### config.mk
export PLATFORM = sky130hd
export DESIGN_NAME = uart_tx_fifo
export DESIGN_NICKNAME = d
export VERILOG_FILES = /design/src/rtl/uart_tx_fifo.sv
export SDC_FILE = /design/constraint.sdc
export NUM_CORES = 1
export LEC_CHECK = 0
export ABC_AREA = 1
export CAP_MARGIN = 10
export CORE_UTILIZATION = 63
export CTS_BUF_LIST = sky130_fd_sc_hd__clkbuf_8
export DETAILED_ROUTE_END_ITERATION = 8
export HOLD_SLACK_MARGIN = 0.02
export MAX_ROUTING_LAYER = met4
export PLACE_DENSITY = 0.86
export SLEW_MARGIN = 20
export SYNTH_ARGS = -nofsm -noshare
export SYNTH_HDL_FRONTEND = slang
export SYNTH_SLANG_ARGS = --single-unit
### constraint.sdc
create_clock -name clk -period 2.5 [get_ports clk]
set_input_delay 0.5 -clock clk [delete_from_list [all_inputs] [get_ports clk]]
set_output_delay 0.5 -clock clk [all_outputs]
set_load 0.01 [all_outputs]
### src/rtl/uart_tx_fifo.sv
// -----------------------------------------------------------------------------
// uart_tx_fifo
//   Byte queue and frame pacer that sits directly in front of uart_tx.
//   Bytes can be pushed at any rate. They are drained one at a time onto the
//   uart_tx data/tx_start pair. uart_tx has no busy indication, so a local
//   timer holds off the next strobe until a full frame has left the line.
//
// Parameters
//   CLK_FREQ  clock frequency in Hz (must match the uart_tx instance)
//   UART_BPS  baud rate (must match the uart_tx instance)
//   DEPTH     FIFO entries, power of two, >= 2
//
// Ports
//   clk       system clock
//   rst_n     asynchronous active-low reset
//   wr_en     push wr_data this cycle (ignored while full)
//   wr_data   byte to queue
//   full      count == DEPTH
//   empty     count == 0
//   count     bytes currently queued (0..DEPTH)
//   overflow  sticky flag, set by a push attempt while full
//   tx_start  one-cycle strobe to uart_tx
//   tx_data   byte to uart_tx; valid with tx_start and held afterwards
//   busy      a frame is being paced or bytes are still queued
// -----------------------------------------------------------------------------
module uart_tx_fifo #(
  parameter  int CLK_FREQ = 50000000,
  parameter  int UART_BPS = 9600,
  parameter  int DEPTH    = 16,
  localparam int AW       = $clog2(DEPTH)
) (
  input  logic          clk,
  input  logic          rst_n,
  input  logic          wr_en,
  input  logic [7:0]    wr_data,
  output logic          full,
  output logic          empty,
  output logic [AW:0]   count,
  output logic          overflow,
  output logic          tx_start,
  output logic [7:0]    tx_data,
  output logic          busy
);

  localparam int PERIOD       = CLK_FREQ / UART_BPS;
  localparam int FRAME_CYCLES = 10 * PERIOD;
  localparam int TW           = (FRAME_CYCLES > 2) ? $clog2(FRAME_CYCLES) : 1;

  typedef enum logic {
    S_IDLE = 1'b0,
    S_WAIT = 1'b1
  } state_t;

  state_t        state;
  logic [TW-1:0] timer;
  logic [7:0]    mem [DEPTH];
  logic [AW-1:0] wr_ptr;
  logic [AW-1:0] rd_ptr;
  logic          push;
  logic          pop;

  // full is derived from the registered count, so a push is refused while
  // full even when a pop frees a slot on the same edge.
  assign full  = (count == (AW+1)'(DEPTH));
  assign empty = (count == '0);
  assign busy  = (state != S_IDLE) || !empty;

  assign push = wr_en && !full;
  // A byte pushed into an empty FIFO only becomes poppable on the next edge,
  // because empty is registered state as well.
  assign pop  = (state == S_IDLE) && !empty;

  // ---- storage: data only, no reset needed ----
  always_ff @(posedge clk) begin
    if (push) begin
      mem[wr_ptr] <= wr_data;
    end
  end

  // ---- pointers, occupancy and overflow flag ----
  always_ff @(posedge clk or negedge rst_n) begin
    if (!rst_n) begin
      wr_ptr   <= '0;
      rd_ptr   <= '0;
      count    <= '0;
      overflow <= 1'b0;
    end else begin
      // Pointers are AW bits wide, so DEPTH-1 -> 0 wrap is implicit.
      if (push) wr_ptr <= wr_ptr + AW'(1);
      if (pop)  rd_ptr <= rd_ptr + AW'(1);
      case ({push, pop})
        2'b10:   count <= count + (AW+1)'(1);
        2'b01:   count <= count - (AW+1)'(1);
        default: count <= count;
      endcase
      if (wr_en && full) overflow <= 1'b1;
    end
  end

  // ---- pacing FSM with registered strobe and data ----
  // From the pop edge the FSM stays in S_WAIT for FRAME_CYCLES edges, and
  // the next pop happens one edge later, so strobes are FRAME_CYCLES+1 apart.
  always_ff @(posedge clk or negedge rst_n) begin
    if (!rst_n) begin
      state    <= S_IDLE;
      timer    <= '0;
      tx_start <= 1'b0;
      tx_data  <= 8'h00;
    end else begin
      case (state)
        S_IDLE: begin
          if (!empty) begin
            tx_data  <= mem[rd_ptr];
            tx_start <= 1'b1;
            timer    <= '0;
            state    <= S_WAIT;
          end else begin
            tx_start <= 1'b0;
          end
        end
        S_WAIT: begin
          tx_start <= 1'b0;
          timer    <= timer + TW'(1);
          if (timer == TW'(FRAME_CYCLES - 1)) begin
            state <= S_IDLE;
          end
        end
        default: begin
          state    <= S_IDLE;
          tx_start <= 1'b0;
        end
      endcase
    end
  end

endmodule

==> summary.md, run 1 <==
| Metric | Value |
|---|---|
| Highest-count cells in the layout ignoring fill and taps | nand2_1 (238), inv_1 (131), edfxtp_1 (128) |
| Clock latency on the worst-skew pair | 0.46 ns |
| Status | complete, but fails checks |
| Die width | 112.0 um |
| Final Hold Viols | 0 |
| Worst Hold Depth | 1 |
| Worst Setup Start Kind | flip-flop |
| Clock transition at the registers of the reported paths | 0.08 ns |
| Vias in the first global route | 5,487 |
| Final #Nets | 846 |
| Synth Area per Inst | 9.752 um^2 |
| Worst R2R Setup Slack | between 0.2 and 0.3 ns |
| Num CTS Buffers | 17 |
| Crit share post-route | 96.16% |
| Antenna diodes | 0 |
| Htree depth | 4 |
| Unrepaired setup endpoints after global routing | no |
| Gp weighted congestion | 0.9151 |
| Synthesized instance count | approximately 780 |
| CTS Buffer Depth | 2 |
| Dpl hpwl | between 10,000 and 15,000 um |
| Max Freq | 416.0 MHz |
| Syn-to-layout area delta | 11.81% |
| Pin count of the biggest net entering global routing | 67 |
| Die area | about 0.013 mm^2 |
| CTS tree | built |
| Pwr Total | 0.006318 W |
| Via-per-instance ratio | 5.688 |
| Lkg Pwr | 3.797 nW |
| Worst-case clock skew | 0.01164 ns |
| Tot GR Track Use | 28.98% |
| Synthesized area | between 0.007 and 0.008 mm^2 |
| Peak supply drop | between 0.0007 and 0.0008 V |
| Clock root cell | clkbuf_8 |
| Yosys warnings | 0 |
| R2r endpoint | count[4] |
| Clock Sink Count | 168 |
| Endpoints failing setup | 0 |
| Fillers | about 730 |
| Slew HR | 55.29% |
| CP Data Required Time | 2.00 ns |
| Final worst setup slack | 0.09596 ns |
| Hold Crit Endpoint | overflow |
| Max cap viols | 0 |
| Crit-path max FO | 5 |
| FF+latch count, synth | 168 |
| Failing checks | DRC |
| Worst slack, placed | about 0.12 ns |
| PortBufs | 28 |
| Multi-input combinational cell area | 0.002101 mm^2 |
| Core area | 0.01161 mm^2 |
| Top cells by area, synth | edfxtp_1 (50%), dfrtp_1 (13%), nand2_1 (12%) |
| Post-Syn Nets | around 800 |
| Site row count | 39 |
| Final Max Slew Viols | 0 |
| Detailed Route Iter0 Violations | 581 |
| PwrDens | 741.9 mW/mm^2 |
| RR Startpoint | count[2] |
| CP arrival | 1.90 ns |
| Setup TNS | 0 ns |
| Antenna viol nets, final | 0 |
| FF/Latch Area | 0.004847 mm^2 |
| Share of the synthesized area in the top cell type | 50.47% |
| First-pass GRT wire length | around 26,000 um |
| Layout cells sized above 1 | 7.876% |
| Initial antenna violation count | 0 |
| Die Span Y | 112.0 um |
| CP endpoint kind | primary output |
| # DRC | 2 |
| First-pass DRT Iterations | 8 |
| Sequential share of the synthesized area | 63.61% |
| Wirelength, routed | 16,350 um |
| Total grt overflow | 0 |
| Worst Hold Launch | overflow |
| Vias | 5,580 |
| Final core occ | 73.32% |
| Hold Path Class | flip-flop to flip-flop |
| Wirelength per Cell | approximately 17 um |
| Tmin final | 2.404 ns |
| Worst reg2reg path depth | 14 |
| Library cells used by synthesis | 33 |
| I/O pin count | 29 |
| Critical path class | flip-flop to primary output |
| Slew of the pin with the lowest slew margin | approximately 0.67 ns |
| Largest area contributor in the netlist | edfxtp_1 |
| Most common cell after layout, fill and taps aside | nand2_1 |
| Starting Density | 65.58% |
## synthesized netlist by cell type
cell type	instances
nor3b_1	1
nand2_1	238
inv_1	128
buf_4	5
nand2_2	3
a21o_1	1
buf_6	6
nor3_1	14
buf_1	1
a21boi_0	1
a31oi_1	1
clkbuf_2	1
xnor2_1	1
nand3_1	117
o21ai_0	16
edfxtp_1	128
ha_1	9
clkinv_1	2
o31ai_1	1
nand4_1	6
a22o_1	1
nor2_2	2
dfrtp_1	40
clkbuf_1	2
nor2_1	23
nand4_2	1
buf_2	15
inv_2	2
o21ai_1	2
o22ai_1	1
a21oi_1	1
nand3b_1	1
xor2_1	10
## final cells by class
class                      count  area share (%)
tap                          143           2.101
inverter                     132           5.818
sequential                   168           56.92
clock inverter                14           1.866
multi-input combinational    451           24.67
clock buffer                  17           2.748
timing repair buffer          56           5.877
## logic make-up (layout without fill, tap and decap cells)
family	count (synthesis)	count (layout)	share of synthesized area, %
AOI/OAI and AO/OA	25	25	1.824
adders and majority gates	9	9	1.479
buffers and inverters	162	219	9.085
and+or+nand+nor	406	406	22.74
DFF	168	168	63.61
xor gates and xnor gates	11	11	1.265
## metrics by stage
stage / instance area, um^2 / hold WS, ns / instances
floorplan: 7616 / 0.2044 / 781
global placement: 8090 / 0.4426 / 949
detailed placement: 8090 / 0.4574 / 949
CTS: 8496 / 0.4808 / 981
global route: 8516 / 0.4907 / 981
finish: 8516 / 0.4776 / 981
## state kept, by name (all words and copies together) (netlist names)
signal    cells
count         5
mem         128
overflow      1
rd_ptr        4
state         1
timer        16
tx_data       8
tx_start      1
wr_ptr        4
## worst max path at each step
stage          startpoint  endpoint  slack [ns]  cells after the start
6_report         count[2]      full         0.1                      4
3_5_place_dp        wr_en  count[4]        0.12                     12
4_1_cts          count[3]      busy        0.01                      5
5_1_grt          count[2]      full        0.01                      4
2_1_floorplan    count[3]  count[4]        0.21                     17
3_3_place_gp        wr_en  count[4]        0.20                     13
## timing repair
action | 4_1_cts | 5_1_grt
buffers inserted | 0 | 0
hold endpoints to repair | 17 | 0
endpoints found under the setup margin | 1 | 2
resized for setup | 1 | 4
hold buffers | 1 | 0
## where the power goes
group	leakage, nW	switching, W	internal (W)
Clock	0.200	0.000954	0.000972
Combinational	1.94	0.000604	0.000352
Sequential	1.66	0.000149	0.00329
## critical path: stages, from the launching register on
cell	delay [ns]
dfrtp_1	0.45
inv_1	0.16
nand4_1	0.18
inv_1	0.11
clkdlybuf4s50_1	0.54
## layer usage
layer	track usage (%)	up-vias	share of wire, %
li1	-	2603	-
met1	35.05	2612	39
met2	46.54	314	49
met3	5.825	51	8.8
met4	14.93	0	3.0
met5	-	-	0
No activity file was read; power rests on OpenSTA's default activity.
==> inputs of run 2 (changes only) <==
CAP_MARGIN = 20   (was 10)
==> results of run 2 <==
Final layout, timing and power as in run 1 (identical DEF).
==> inputs of run 3 (changes only) <==
CORE_MARGIN = 3   (was not set)
==> summary.md, run 3 (synthesis gave the netlist of run 1 again) <==
| Metric | Value |
|---|---|
| Placed cell areas | 0.008090 mm^2 (unchanged) |
| Layout cells sized above 1 | 7.986% (+0.11 points) |
| Tot GR Track Use | 25.88% (-3.1 points) |
| Pin count of the biggest net entering global routing | 66 (-1.5%) |
| Tmin final | 2.415 ns (+0.01071 ns) |
| Htree depth | 4 (unchanged) |
| Peak supply drop | 0.0004679 V (-38%) |
| Die Span Y | 116.0 um (+3.6%) |
| Max cap viols | 0 (unchanged) |
| PortBufs | 28 (unchanged) |
| Max Freq | 414.1 MHz (-0.44%) |
| Initial antenna violation count | 0 (unchanged) |
| Slew of the pin with the lowest slew margin | 0.7424 ns (+0.07379 ns) |
| Fillers | 803 (+10%) |
| Slew HR | 50.45% (-4.8 points) |
| Total grt overflow | 0 (unchanged) |
| Setup bufs post-CTS | 0 (unchanged) |
| CP endpoint kind | primary output |
| Wirelength per Cell | 16.23 um (-2.6%) |
| CP arrival | 1.91 ns (about the same) |
| Worst Setup Start Kind | flip-flop |
| Unrepaired setup endpoints after global routing | no |
| Setup TNS | 0 ns (unchanged) |
| Clock root cell | clkbuf_8 |
| Worst-case clock skew | 0.01024 ns (-0.001400 ns) |
| Hold Path Class | flip-flop to flip-flop |
| CP Data Required Time | 2.00 ns (about the same) |
| Final Max Slew Viols | 0 (unchanged) |
| Clock Sink Count | 168 (unchanged) |
| Antenna diodes | 0 (unchanged) |
| Highest-count cells in the layout ignoring fill and taps | nand2_1 (238), inv_1 (128), edfxtp_1 (128) |
| Starting Density | 65.58% (unchanged) |
| Die width | 116.0 um (+3.6%) |
| First-pass GRT wire length | 25,370 um (-3.9%) |
| Dpl hpwl | 10,390 um (-3.1%) |
| Detailed Route Iter0 Violations | 701 (+21%) |
| Die area | 0.01344 mm^2 (+7.3%) |
| Final #Nets | 846 (unchanged) |
| Final Hold Viols | 0 (unchanged) |
| CTS Buffer Depth | 2 (unchanged) |
| # DRC | 0 (-2) |
| I/O pin count | 29 (unchanged) |
| Vias | 5,462 (-2.1%) |
| Wirelength, routed | 15,940 um (-2.5%) |
| Lkg Pwr | 3.766 nW (-0.81%) |
| Endpoints failing setup | 0 (unchanged) |
| PwrDens | 712.4 mW/mm^2 (-4.0%) |
| Antenna viol nets, final | 0 (unchanged) |
| Critical path class | flip-flop to primary output |
| Gp weighted congestion | 0.9504 (+3.9%) |
| Clock transition at the registers of the reported paths | 0.08 ns (about the same) |
| Max reg flops | 128 (unchanged) |
| Final non-filler cell area | 0.008458 mm^2 (-0.68%) |
| Core area | 0.01161 mm^2 (unchanged) |
| First-pass DRT Iterations | 7 (-1) |
| Biggest regs | mem (128), timer (16), tx_data (8) |
| Most common cell after layout, fill and taps aside | nand2_1 |
| Num CTS Buffers | 17 (unchanged) |
| Final core occ | 72.83% (-0.50 points) |
| Crit-path max FO | 5 (unchanged) |
| CTS tree | built |
| Clock latency on the worst-skew pair | 0.45 ns (about the same) |
| Via-per-instance ratio | 5.562 (-2.2%) |
| Crit share post-route | 96.59% (+0.43 points) |
| Site row count | 39 (unchanged) |
| Vias in the first global route | 5,125 (-6.6%) |
| Syn-to-layout area delta | 11.06% |
| Status | complete, no violations |
| Reg with most FFs | mem |
[run 3: cell types whose count changed in the layout (fill, tap and decap cells not counted), sizes merged]
cell	delta
bufinv	-3
clkinv	+8
clkinvlp	-2
inv	-2
[run 3: timing repair]
action	4_1_cts	5_1_grt
resized for setup	1	3
setup endpoints to repair	1	1
pin swaps	0	0
hold buffers	1	0
endpoints found under the hold margin	15	0
[run 3: path summary, 6_finish.rpt]
kind | from | endpoint | slack [ns] | depth (start not counted)
min in group asynchronous | rst_n | timer[2] | 0.51 | 2
setup reg to reg | count[3] | count[4] | 0.30 | 13
hold / removal | overflow | overflow | 0.47 | 1
max in group asynchronous | rst_n | tx_start | 1.30 | 3
setup / recovery | count[3] | full | 0.09 | 4
hold reg to reg | overflow | overflow | 0.47 | 1
[run 3: metal layers]
metal / GRT usage [%] / vias to the layer above / wire, um
li1: - / 2603 / -
met1: 33.91 / 2565 / 6544
met2: 39.66 / 263 / 7712
met3: 5.013 / 31 / 1250
met4: 11.68 / 0 / 435
met5: - / - / 0
[run 3: critical path, stage by stage (launching register included)]
cell             delay, ns
dfrtp_1               0.47
nor2_4                0.16
nand4_1               0.18
inv_1                 0.12
clkdlybuf4s50_1       0.54
[run 3: where the power goes]
part           switching [W]  total, W  internal (W)
registers           0.000140   0.00342       0.00329
clock network       0.000977   0.00166      0.000685
logic               0.000589  0.000938      0.000350
[run 3: area by class of cell]
| cell class | instances | area, um^2 | share of cell area [%] |
|---|---|---|---|
| clock buffers | 17 | 234.0 | 2.766 |
| clock inverters | 15 | 102.6 | 1.213 |
| inverters | 132 | 495.5 | 5.858 |
| multi-input cells | 451 | 2101 | 24.84 |
| flip-flops and latches | 168 | 4846 | 57.29 |
| well taps | 143 | 178.9 | 2.115 |
| repair buffers | 56 | 500.5 | 5.917 |
[run 3: per-stage QoR]
step	setup WS [ns]	std cells	hold slack [ns]	power (W)
6_report	0.08525	982	0.4725	0.006025
2_1_floorplan	0.2122	781	0.2044	0.003978
4_1_cts	0.002835	982	0.4817	0.006024
5_1_grt	0.01469	982	0.5000	0.006279
3_5_place_dp	0.1501	949	0.4480	0.004392
3_3_place_gp	0.1500	949	0.4412	0.004349
==> RTL change 1 (settings of run 3) <==
Put one more register stage on the output `count`, cleared by the reset. The value now appears one clock later. The other outputs are not delayed to match. Comments in the files are not updated.
--- a/src/rtl/uart_tx_fifo.sv
+++ b/src/rtl/uart_tx_fifo.sv
@@ -51,6 +51,8 @@
     S_WAIT = 1'b1
   } state_t;
 
+  logic [AW:0] count_s0;
+
   state_t        state;
   logic [TW-1:0] timer;
   logic [7:0]    mem [DEPTH];
@@ -61,8 +63,8 @@
 
   // full is derived from the registered count, so a push is refused while
   // full even when a pop frees a slot on the same edge.
-  assign full  = (count == (AW+1)'(DEPTH));
-  assign empty = (count == '0);
+  assign full  = (count_s0 == (AW+1)'(DEPTH));
+  assign empty = (count_s0 == '0);
   assign busy  = (state != S_IDLE) || !empty;
 
   assign push = wr_en && !full;
@@ -82,16 +84,16 @@
     if (!rst_n) begin
       wr_ptr   <= '0;
       rd_ptr   <= '0;
-      count    <= '0;
+      count_s0 <= '0;
       overflow <= 1'b0;
     end else begin
       // Pointers are AW bits wide, so DEPTH-1 -> 0 wrap is implicit.
       if (push) wr_ptr <= wr_ptr + AW'(1);
       if (pop)  rd_ptr <= rd_ptr + AW'(1);
       case ({push, pop})
-        2'b10:   count <= count + (AW+1)'(1);
-        2'b01:   count <= count - (AW+1)'(1);
-        default: count <= count;
+        2'b10:   count_s0 <= count_s0 + (AW+1)'(1);
+        2'b01:   count_s0 <= count_s0 - (AW+1)'(1);
+        default: count_s0 <= count_s0;
       endcase
       if (wr_en && full) overflow <= 1'b1;
     end
@@ -133,5 +135,13 @@
     end
   end
 
+  always_ff @(posedge clk or negedge rst_n) begin
+    if (!rst_n) begin
+      count <= '0;
+    end else begin
+      count <= count_s0;
+    end
+  end
+
 endmodule
 
Check against the original RTL: not equivalent (Yosys sat finds a counterexample within 4 cycles, from zero or initial values and one cycle with rst_n low).
==> RTL change 1 against run 3 <==
Total power is 4.6% higher. Worst hold slack worse by 0.42 ns. Utilization is 0.65 points lower. Synthesized area increased by 2.8%. Die area increased by 2.7%. Final area up 2.9%. Clock skew rose by 0.0082 ns. Sequential cell count grew 5. Setup slack improved by 0.077 ns. Routed wire length increased by 4.3%. Critical path type unchanged. Largest cell class unchanged.
==> RTL change 1: results (changes against run 3) <==
| Metric | Value |
|---|---|
| Clk Latency, worst-skew pair | `0.47 ns (was 0.45 ns)` |
| Detail Placement HPWL | `11.2 mm (was 10.4 mm)` |
| Worst r2r path cells | `16 (was 13)` |
| Clock Skew | `0.0184 ns (was 0.0102 ns)` |
| Netlist cell types | `35 (was 33)` |
| Root buf cell | `clkbuf_8 (unchanged)` |
| Mapped Avg Cell Area | `9.91 um2 (was 9.75 um2)` |
| Status | `finished clean (unchanged)` |
| VDD IR max | `601 uV (was 468 uV)` |
| Standby leakage power | `3.94 nW (was 3.77 nW)` |
| Final nets | `858 (was 846)` |
| Worst slack at placement | `0.0991 ns (was 0.150 ns)` |
| Top post-synthesis cells by count | `nand2_1 (243), edfxtp_1 (128), inv_1 (128) (was nand2_1 (238), edfxtp_1 (128), inv_1 (128))` |
| Max clock buf depth | `2 (unchanged)` |
| Share of cells above drive strength 1 | `0.0964 (was 0.0799)` |
| Setup_tns | `0 ns (unchanged)` |
| Number of synthesized flops with an enable pin | `128 (unchanged)` |
| Initial DRC Count | `623 (was 701)` |
| TritonCTS Buffers | `17 (unchanged)` |
| Yosys warns | `0 (unchanged)` |
| Worst-margin pin slew | `0.716 ns (was 0.742 ns)` |
| Port Buffers | `28 (unchanged)` |
| Worst hold path class | `in2async (was reg2reg)` |
| Vias/cell | `5.44 (was 5.56)` |
| Worst path slowest cell | `clkdlybuf4s50_1 (unchanged)` |
| Global Route Usage Sum | `0.259 (about the same)` |
| First-pass iteration count of the detailed router | `5 (was 7)` |
| Mux share of post-synthesis cell area | `0 (unchanged)` |
| DP Cell Count | `986 (was 949)` |
| Number of global-route vias before repair | `5322 (was 5125)` |
| Placed Area | `0.00831 mm2 (was 0.00809 mm2)` |
| # H-tree levels | `4 (unchanged)` |
| Post-synthesis compound-gate area fraction | `0.0179 (was 0.0182)` |
| Final WL | `16.6 mm (was 15.9 mm)` |
| Asr flop ratio synth | `0.260 (was 0.238)` |
| Routability cong. | `0.926 (was 0.950)` |
| Filler instances | `807 (was 803)` |
| Post-Synth XOR/XNOR Area | `0.0133 (was 0.0126)` |
| Largest net degree at the start of global routing | `67 (was 66)` |
| Post-synthesis adder-cell area fraction | `0.0144 (was 0.0148)` |
| Top post-synthesis cells by area | `edfxtp_1 (49%), dfrtp_1 (14%), nand2_1 (12%) (was edfxtp_1 (50%), dfrtp_1 (13%), nand2_1 (12%))` |
| Antenna Cells | `0 (unchanged)` |
| Global-route wire length before repair | `27.0 mm (was 25.4 mm)` |
| Seq/Total Area, Yosys | `0.635 (was 0.636)` |
| WL/cell | `16.3 um (was 16.2 um)` |
| Mapped Nets | `810 (was 801)` |
==> RTL change 1: cells by family after synthesis <==
| logic type | Yosys count |
|---|---|
| compound gates | 25 |
| xor+xnor | 11 |
| fa+ha+maj | 9 |
| buf+inv | 166 |
| flops | 173 |
| simple gates | 406 |
==> RTL change 1: report_power, final <==
group | internal [mW] | switching (mW) | total [mW]
Combinational | 0.359 | 0.602 | 0.961
Sequential | 3.40 | 0.140 | 3.54
Clock | 0.786 | 1.02 | 1.80
==> RTL change 1: metal layers <==
layer	wire length [um]	global-route usage	share of wire	vias up
met5	0	-	0	-
met4	396	0.0872	0.024	0
met3	1530	0.0596	0.092	33
met2	8040	0.408	0.48	257
met1	6660	0.339	0.40	2622
li1	-	-	-	2633
==> RTL change 1: worst paths after layout <==
path	to	slack, ns	from
worst max register to register	count_s0[4]	0.26	count_s0[0]
worst max-delay path	empty	0.16	count_s0[0]
worst min register to register	count[0]	0.46	count_s0[0]
max in group asynchronous	count_s0[0]	1.74	rst_n
worst min-delay path	timer[14]	0.05	rst_n
min in group clk	count[0]	0.46	count_s0[0]
==> RTL change 1: repair_timing <==
action	CTS	global route
hold buffers	0	0
buffers inserted	0	1
setup endpoints to repair	0	6
resized for setup	0	8
==> RTL change 1: layout make-up <==
cell class                 count  area [um2]  area share
multi-input combinational    451        2120       0.243
clock inverter                15         128      0.0147
clock buffer                  17         234      0.0269
tap                          168         210      0.0241
timing repair buffer          60         533      0.0612
inverter                     135         509      0.0585
sequential                   173        4970       0.571
==> RTL change 1: worst max-delay path, delay by kind of cell, from the launching register on <==
kind / cells / cell delay [ns]
buf+inv: 1 / 0.55
flops: 1 / 0.45
simple gates: 3 / 0.38
==> RTL change 2 (settings of run 3) <==
Made on the original files. The parameter `CLK_FREQ` goes from 50000000 to 200000000.
--- a/src/rtl/uart_tx_fifo.sv
+++ b/src/rtl/uart_tx_fifo.sv
@@ -24,7 +24,7 @@
 //   busy      a frame is being paced or bytes are still queued
 // -----------------------------------------------------------------------------
 module uart_tx_fifo #(
-  parameter  int CLK_FREQ = 50000000,
+  parameter  int CLK_FREQ = 200000000,
   parameter  int UART_BPS = 9600,
   parameter  int DEPTH    = 16,
   localparam int AW       = $clog2(DEPTH)
Formal check against the unedited RTL: same outputs for any inputs over 10 cycles, from zero or initial values and one cycle with rst_n low; that may be too few to reach the edited logic, so the function may still have changed.
==> RTL change 2 against run 3 <==
Routed wire length increased by 5.5%. Sequential cell count grew 2. Final area is 2.8% higher. Largest power group unchanged. Synthesized area grew 1.9%. Highest routed layer unchanged. Sequential share of layout area shrank 0.98 points. Total power grew 6.0%. Setup slack gained 0.056 ns. Synthesized cell count rose by 2.3%.
==> RTL change 2: results (changes against run 3) <==
| Metric | Value |
|---|---|
| Worst r2r path cells | `14 (was 13)` |
| Critical Path Source | `count[2] (was count[3])` |
| VDD IR max | `640 uV (was 468 uV)` |
| Status | `finished clean (unchanged)` |
| Combinational cell power | `0.898 mW (was 0.938 mW)` |
| Standby leakage power | `3.91 nW (was 3.77 nW)` |
| Crit path DAT | `1.86 ns (was 1.91 ns)` |
| Worst slack at placement | `0.124 ns (was 0.150 ns)` |
| Fraction of area in multi-input gates | `0.249 (was 0.248)` |
| Detail Placement HPWL | `11.1 mm (was 10.4 mm)` |
| Final instance area | `0.00870 mm2 (was 0.00846 mm2)` |
| Met3 Resource Use GR | `0.0900 (was 0.0501)` |
| Mapped Nets | `821 (was 801)` |
| CTS sink cnt | `170 (was 168)` |
| Internal power | `4.65 mW (was 4.32 mW)` |
| Netlist cell types | `32 (was 33)` |
| Achievable Freq | `424 MHz (was 414 MHz)` |
| Top post-synthesis cells by area | `edfxtp_1 (50%), dfrtp_1 (14%), nand2_1 (12%) (was edfxtp_1 (50%), dfrtp_1 (13%), nand2_1 (12%))` |
| Mapped Avg Cell Area | `9.71 um2 (was 9.75 um2)` |
| GR Util met2 | `0.443 (was 0.397)` |
| CP Capture Point | `empty (was full)` |
| Final Util | `0.743 (was 0.728)` |
| Clock Skew | `0.0144 ns (was 0.0102 ns)` |
| Top post-synthesis cells by count | `nand2_1 (244), inv_1 (134), edfxtp_1 (128) (was nand2_1 (238), edfxtp_1 (128), inv_1 (128))` |
| Inverter count | `138 (was 132)` |
| Global Route Usage Sum | `0.277 (was 0.259)` |
| Global-route wire length before repair | `27.3 mm (was 25.4 mm)` |
| Final WL | `16.8 mm (was 15.9 mm)` |
| Flop2flop setup slack | `0.25 ns (was 0.30 ns)` |
| Routability cong. | `0.939 (was 0.950)` |
| Total power | `6.38 mW (was 6.03 mW)` |
| Placed Area | `0.00827 mm2 (was 0.00809 mm2)` |
| WHS | `0.107 ns (was 0.472 ns)` |
| Met1 Usage GRT | `0.334 (was 0.339)` |
==> RTL change 2: cell families after synthesis <==
logic type / after synthesis / share of synthesized area
AND/OR/NAND/NOR: 409 / 0.228
flip-flops: 170 / 0.631
buffers and inverters: 168 / 0.0901
AO/OA/AOI/OAI: 29 / 0.0202
XOR/XNOR: 11 / 0.0124
adder cells (fa/ha/maj): 11 / 0.0177
multiplexers: 1 / 0.00129
==> RTL change 2: per-layer routing <==
metal / share of wire / wire length [um] / vias up
met5: 0 / 0 / -
met4: 0.022 / 371 / 0
met3: 0.090 / 1520 / 43
met2: 0.49 / 8320 / 258
met1: 0.39 / 6600 / 2609
li1: - / - / 2658
==> RTL change 2: worst reg2reg max path: cells and delay by family, from the launching register on <==
family	cells	cell delay [ns]
flops	1	0.46
buf+inv	2	0.09
simple gates	8	0.80
fa+ha+maj	2	0.44
xor+xnor	2	0.40
==> RTL change 2: what timing repair did <==
action,CTS,global route
endpoints found under the hold margin,0,0
hold buffers,0,0
resized for setup,0,3
setup endpoints to repair,0,4
